`src/rtl/processador_pkg.sv`:
```
// Shared constants for the multicycle core: opcodes, step encodings, ALU codes.
// Latency/backpressure: not applicable (package only).
package processador_pkg;

  localparam logic [2:0] OP_MV   = 3'b000;
  localparam logic [2:0] OP_MVI  = 3'b001;
  localparam logic [2:0] OP_ADD  = 3'b010;
  localparam logic [2:0] OP_SUB  = 3'b011;
  localparam logic [2:0] OP_AND  = 3'b100;
  localparam logic [2:0] OP_SLT  = 3'b101;
  localparam logic [2:0] OP_SLL  = 3'b110;
  localparam logic [2:0] OP_MVNZ = 3'b111;

  localparam logic [1:0] T0 = 2'd0;
  localparam logic [1:0] T1 = 2'd1;
  localparam logic [1:0] T2 = 2'd2;
  localparam logic [1:0] T3 = 2'd3;

  localparam logic [2:0] ULA_ADD = 3'd0;
  localparam logic [2:0] ULA_SUB = 3'd1;
  localparam logic [2:0] ULA_AND = 3'd2;
  localparam logic [2:0] ULA_SLT = 3'd3;
  localparam logic [2:0] ULA_SLL = 3'd4;

  function automatic logic [2:0] ula_op_of(input logic [2:0] opcode);
    case (opcode)
      OP_SUB:  return ULA_SUB;
      OP_AND:  return ULA_AND;
      OP_SLT:  return ULA_SLT;
      OP_SLL:  return ULA_SLL;
      default: return ULA_ADD;
    endcase
  endfunction

  function automatic logic is_single_step(input logic [2:0] opcode);
    return (opcode == OP_MV) || (opcode == OP_MVI) || (opcode == OP_MVNZ);
  endfunction

endpackage

```
`src/rtl/ula_param.sv`:
```
// Combinational ALU y = a op b, modulo 2^DATA_W; zero latency.
// Backpressure: none, purely combinational.
module ula_param
  import processador_pkg::*;
#(
  parameter int DATA_W  = 16,
  parameter int SHAMT_W = $clog2(DATA_W)
) (
  input  logic [2:0]        op,
  input  logic [DATA_W-1:0] a,
  input  logic [DATA_W-1:0] b,
  output logic [DATA_W-1:0] y
);

  always_comb begin
    y = '0;
    case (op)
      ULA_ADD: y = a + b;
      ULA_SUB: y = a - b;
      ULA_AND: y = a & b;
      ULA_SLT: y = {{(DATA_W-1){1'b0}}, ($signed(a) < $signed(b))};
      ULA_SLL: y = a << b[SHAMT_W-1:0];
      default: y = '0;
    endcase
  end

endmodule

```
`src/rtl/processador_multiciclo_param.sv`:
```
// Multicycle core, T0-T3 step counter: mv/mvi/mvnz Done 1 cycle after fetch, ALU ops 3 cycles after.
// Backpressure: none; Run is sampled only in T0, a held Run fetches right after Done.
module processador_multiciclo_param
  import processador_pkg::*;
#(
  parameter int DATA_W  = 16,
  parameter int SHAMT_W = $clog2(DATA_W)
) (
  input  logic              Clock,
  input  logic              Reset,
  input  logic [DATA_W-1:0] DIN,
  input  logic              Run,
  output logic              Done,
  output logic [DATA_W-1:0] BusWires
);

  if (DATA_W < 9) begin : g_bad_width
    $error("processador_multiciclo_param: DATA_W must be at least 9");
  end

  logic [1:0]        tstep_q, tstep_d;
  logic [8:0]        ir_q, ir_d;
  logic [DATA_W-1:0] a_q, a_d;
  logic [DATA_W-1:0] g_q, g_d;
  logic [DATA_W-1:0] rf [8];
  logic [DATA_W-1:0] ula_y;

  logic [7:0] rin, rout;
  logic       ir_in, a_in, g_in, din_out, g_out, done;

  logic [2:0] opcode, rx, ry;
  assign opcode = ir_q[8:6];
  assign rx     = ir_q[5:3];
  assign ry     = ir_q[2:0];

  always_comb begin
    tstep_d = tstep_q;
    ir_in   = 1'b0;
    a_in    = 1'b0;
    g_in    = 1'b0;
    din_out = 1'b0;
    g_out   = 1'b0;
    done    = 1'b0;
    rin     = '0;
    rout    = '0;
    case (tstep_q)
      T0: begin
        if (Run) begin
          ir_in   = 1'b1;
          tstep_d = T1;
        end
      end
      T1: begin
        if (is_single_step(opcode)) begin
          if (opcode == OP_MVI) din_out = 1'b1;
          else                  rout[ry] = 1'b1;
          rin[rx] = (opcode != OP_MVNZ) || (g_q != '0);
          done    = 1'b1;
          tstep_d = T0;
        end else begin
          rout[rx] = 1'b1;
          a_in     = 1'b1;
          tstep_d  = T2;
        end
      end
      T2: begin
        rout[ry] = 1'b1;
        g_in     = 1'b1;
        tstep_d  = T3;
      end
      T3: begin
        g_out   = 1'b1;
        rin[rx] = 1'b1;
        done    = 1'b1;
        tstep_d = T0;
      end
    endcase
    // Reset silences every source and sink so nothing leaks onto the bus or Done.
    if (Reset) begin
      ir_in   = 1'b0;
      a_in    = 1'b0;
      g_in    = 1'b0;
      din_out = 1'b0;
      g_out   = 1'b0;
      done    = 1'b0;
      rin     = '0;
      rout    = '0;
    end
  end

  always_comb begin
    BusWires = '0;
    if (din_out) begin
      BusWires = DIN;
    end else if (g_out) begin
      BusWires = g_q;
    end else begin
      for (int i = 0; i < 8; i++) begin
        if (rout[i]) BusWires = rf[i];
      end
    end
  end

  assign Done = done;

  ula_param #(
    .DATA_W  (DATA_W),
    .SHAMT_W (SHAMT_W)
  ) u_ula (
    .op (ula_op_of(opcode)),
    .a  (a_q),
    .b  (BusWires),
    .y  (ula_y)
  );

  always_comb begin
    ir_d = ir_in ? DIN[8:0] : ir_q;
    a_d  = a_in  ? BusWires : a_q;
    g_d  = g_in  ? ula_y    : g_q;
  end

  always_ff @(posedge Clock) begin
    if (Reset) begin
      tstep_q <= T0;
      ir_q    <= '0;
      a_q     <= '0;
      g_q     <= '0;
    end else begin
      tstep_q <= tstep_d;
      ir_q    <= ir_d;
      a_q     <= a_d;
      g_q     <= g_d;
    end
  end

  for (genvar i = 0; i < 8; i++) begin : g_reg
    logic [DATA_W-1:0] reg_q, reg_d;

    always_comb reg_d = rin[i] ? BusWires : reg_q;

    always_ff @(posedge Clock) begin
      if (Reset) reg_q <= '0;
      else       reg_q <= reg_d;
    end

    assign rf[i] = reg_q;
  end

endmodule

```
`config.mk`:
```
export PLATFORM = sky130hd
export DESIGN_NAME = processador_multiciclo_param
export DESIGN_NICKNAME = d
export VERILOG_FILES = /design/src/rtl/processador_pkg.sv /design/src/rtl/ula_param.sv /design/src/rtl/processador_multiciclo_param.sv
export SDC_FILE = /design/constraint.sdc
export NUM_CORES = 1
export LEC_CHECK = 0
export ABC_AREA = 1
export ABC_CLOCK_PERIOD_IN_PS = 6960
export BUFFER_PORTS_ARGS = -buffer_cell sky130_fd_sc_hd__clkbuf_2
export CAP_MARGIN = 20
export CORE_MARGIN = 5
export CORE_UTILIZATION = 40
export DETAILED_ROUTE_END_ITERATION = 10
export GPL_ROUTABILITY_DRIVEN = 0
export PLACE_DENSITY_LB_ADDON = 0.12
export SYNTH_ARGS = -nofsm -noshare
export SYNTH_HDL_FRONTEND = slang
export SYNTH_HIERARCHICAL = 1
export SYNTH_SLANG_ARGS = --single-unit
export TNS_END_PERCENT = 50
```
`constraint.sdc`:
```
create_clock -name Clock -period 6.96 [get_ports Clock]
set_clock_uncertainty 0.15 [all_clocks]
set_input_delay 0.696 -clock Clock [delete_from_list [all_inputs] [get_ports Clock]]
set_output_delay 0.696 -clock Clock [all_outputs]
set_load 0.02 [all_outputs]
```
==> insert_results.sql <==
INSERT INTO impl_metrics (metric_group, metric, value, unit) VALUES
('run_status', 'outcome', 'finished, final reports clean', ''),
('routing', 'routed_via_density', '5.23', ''),
('global_routing', 'number_of_antenna_violations_at_the_first_check_in_global_routing', '1', ''),
('cells_and_area', 'nFillCells', '3334', ''),
('pwr', 'total_power', '3.12', 'mW'),
('logic_synthesis', 'synth_enable_flop_cells', '0', ''),
('sta', 'setup_tns', '0', 'ns'),
('worst_setup_path', 'critPathSlowestCell', 'ha_1', ''),
('logic_synthesis', 'synth_ff_type', 'dfxtp_1', ''),
('logic_synthesis', 'postSynthRegisterBits', '171', ''),
('pwr', 'vdd.ir_drop.worst', '0.000171', 'V'),
('placed_design', 'place_worst_setup_slack', '1.09', 'ns'),
('global_routing', 'global_route.usage.met3', '0.0395', ''),
('clocking', 'clock_sink_count', '171', ''),
('global_routing', 'busiest_layer', 'met2', ''),
('cells_and_area', 'ant_diodes', '0', ''),
('sta', 'grt_setup_unrepaired', 'no', ''),
('clocking', 'cts.htree.levels', '4', ''),
('sta', 'timing.final.crit_share', '0.819', ''),
('routing', 'initialDrtViolationCount', '1101', ''),
('logic_synthesis', 'synth_area_per_cell', '6.10', 'um^2'),
('sta', 'timing.final.max_slew_violations', '0', ''),
('logic_synthesis', 'synthCells', '2029', ''),
('placed_design', 'place_area', '0.0127', 'mm^2'),
('sta', 'worst-slew-pin-transition', '1.14', 'ns'),
('sta', 'fin_crit', '5.70', 'ns'),
('floorplanning', 'core_region_area', '0.0306', 'mm^2'),
('routing', 'detailedRoute.firstPassIterationCount', '6', ''),
('sta', 'final.setup.worst_slack', '1.26', 'ns'),
('logic_synthesis', 'mappedNetlistNets', '2087', ''),
('cells_and_area', 'final_core_utilization', '0.436', ''),
('placed_design', 'placed_wire_length_estimate', '31100', 'um'),
('routing', 'wl', '42900', 'um'),
('global_routing', 'grt_max_degree', '76', ''),
('placed_design', 'io_port_bufs', '35', ''),
('pwr', 'p_leak', '6.62', 'nW'),
('routing', 'number_of_remaining_drc_errors', '0', ''),
('cells_and_area', 'finish.net_count', '2069', ''),
('cells_and_area', 'final_cell_count_without_fillers', '2420', ''),
('global_routing', 'gr-usage-met1', '0.364', ''),
('cells_and_area', 'layout-area-overhead-vs-synth', '7.86', '%'),
('clocking', 'post_cts.repair.setup_buffers', '0', ''),
('logic_synthesis', 'asyncSetResetFlopFracSynth', '0', ''),
('global_routing', 'overflow', '0', ''),
('floorplanning', 'initial_utilization', '0.405', ''),
('floorplanning', 'floorplan.die.height', '186', 'um'),
('clocking', 'holdBufCountCts', '0', ''),
('global_routing', 'grt_pass1_wl', '67000', 'um'),
('logic_synthesis', 'synth_top_area_frac', '0.277', ''),
('clocking', 'cts_root_buf', 'clkbuf_16', ''),
('pwr', 'cell_area_power_density', '234', 'mW/mm^2'),
('worst_setup_path', 'critPathArrivalTime', '5.90', 'ns'),
('worst_setup_path', 'cp_buf_inv_count', '7', ''),
('worst_setup_path', 'crit_fanout', '27', ''),
('worst_setup_path', 'crit_path_end_kind', 'register', ''),
('global_routing', 'first_global_vias', '11700', ''),
('floorplanning', 'dieWidth', '186', 'um'),
('clocking', 'post_cts_resize_count', '0', ''),
('cells_and_area', 'stdcell_area', '0.0134', 'mm^2'),
('clocking', 'cts-root-to-sink-buffers', '2', ''),
('floorplanning', 'die_area', '0.0346', 'mm^2'),
('sta', 'timing.fmax', '0.175', 'GHz'),
('hold_path', 'hp-class', 'reg2reg', ''),
('clocking', 'cts.clk_slew.worst_paths', '0.07', 'ns'),
('worst_setup_path', 'critical_path.max_stage_delay', '0.57', 'ns'),
('clocking', 'numCtsBuffers', '17', ''),
('clocking', 'clock_insertion_delay_worst_skew', '0.44', 'ns'),
('routing', 'routed-via-count', '12600', ''),
('routing', 'drt.antenna.violating_nets', '0', ''),
('global_routing', 'grtUsageTotal', '0.248', ''),
('sta', 'holdWs', '0.345', 'ns');
final cells by class:
class | count | area [um^2] | share of cell area
Tap cell | 396 | 495 | 0.0371
Timing Repair Buffer | 57 | 343 | 0.0257
Inverter | 362 | 1360 | 0.102
Sequential cell | 171 | 3420 | 0.256
Multi-Input combinational cell | 1402 | 7120 | 0.533
Clock buffer | 18 | 429 | 0.0321
Clock inverter | 14 | 186 | 0.0140
worst reg2reg max path, delay by kind of cell (launching register included):
kind	cells	cell delay, ns
buffers and inverters	7	1.62
adders and majority gates	2	0.95
AOI/OAI and AO/OA	5	0.72
and+or+nand+nor	15	1.87
DFF	1	0.33
state kept, by name (all words and copies together), names as in the netlist, named ones only:
signal and cells:
tstep_q 1, g.reg_q 128, g_q 16, ir_q 9, a_q 16
power by group:
part | leakage [nW] | internal (mW) | total [mW] | switching [mW]
Combinational | 4.94 | 0.284 | 0.999 | 0.714
Sequential | 1.38 | 1.04 | 1.10 | 0.0580
Clock | 0.299 | 0.575 | 1.02 | 0.446
Total | 6.62 | 1.90 | 3.12 | 1.22
cell families after synthesis:
logic type      Yosys count  share of synthesized area
buf+inv                 456                      0.151
fa+ha+maj                39                     0.0406
simple gates           1037                      0.370
xor+xnor                  1                   0.000708
flops                   171                      0.277
compound gates          325                      0.161
path summary, 6_finish.rpt:
kind              startpoint      to  slack [ns]  cells after the start
setup reg to reg  tstep_q[0]  g_q[7]        1.26                     29
hold reg to reg       g_q[1]  g_q[1]        0.34                      2
setup / recovery  tstep_q[0]  g_q[7]        1.26                     29
hold / removal        g_q[1]  g_q[1]        0.34                      2
routing by layer:
| layer | routed length [um] | part of all wire | up-vias |
|---|---|---|---|
| met5 | 13 | 0.00030 | - |
| li1 | - | - | 6338 |
| met1 | 20800 | 0.49 | 5863 |
| met3 | 2810 | 0.066 | 46 |
| met4 | 767 | 0.018 | 2 |
| met2 | 18500 | 0.43 | 396 |
layout by cell type (no fill, tap or decap), drive strengths merged, types with 2 or more instances in the layout:
cell type | Yosys | routed
nand3 | 219 | 219
o211ai | 7 | 7
nor3 | 26 | 26
dfxtp | 171 | 171
nor2 | 171 | 171
o21a | 10 | 10
inv | 359 | 364
nand2 | 588 | 588
a22oi | 2 | 2
ha | 37 | 37
clkbuf | 42 | 52
o21ai | 134 | 134
bufinv | 0 | 3
a21oi | 138 | 138
o31ai | 9 | 9
o22ai | 5 | 5
fa | 2 | 2
buf | 52 | 23
a211oi | 10 | 10
clkinv | 3 | 8
nand4 | 22 | 22
or2 | 7 | 7
o21bai | 5 | 5
nor4 | 2 | 2
(Power assumes the default switching activity.)
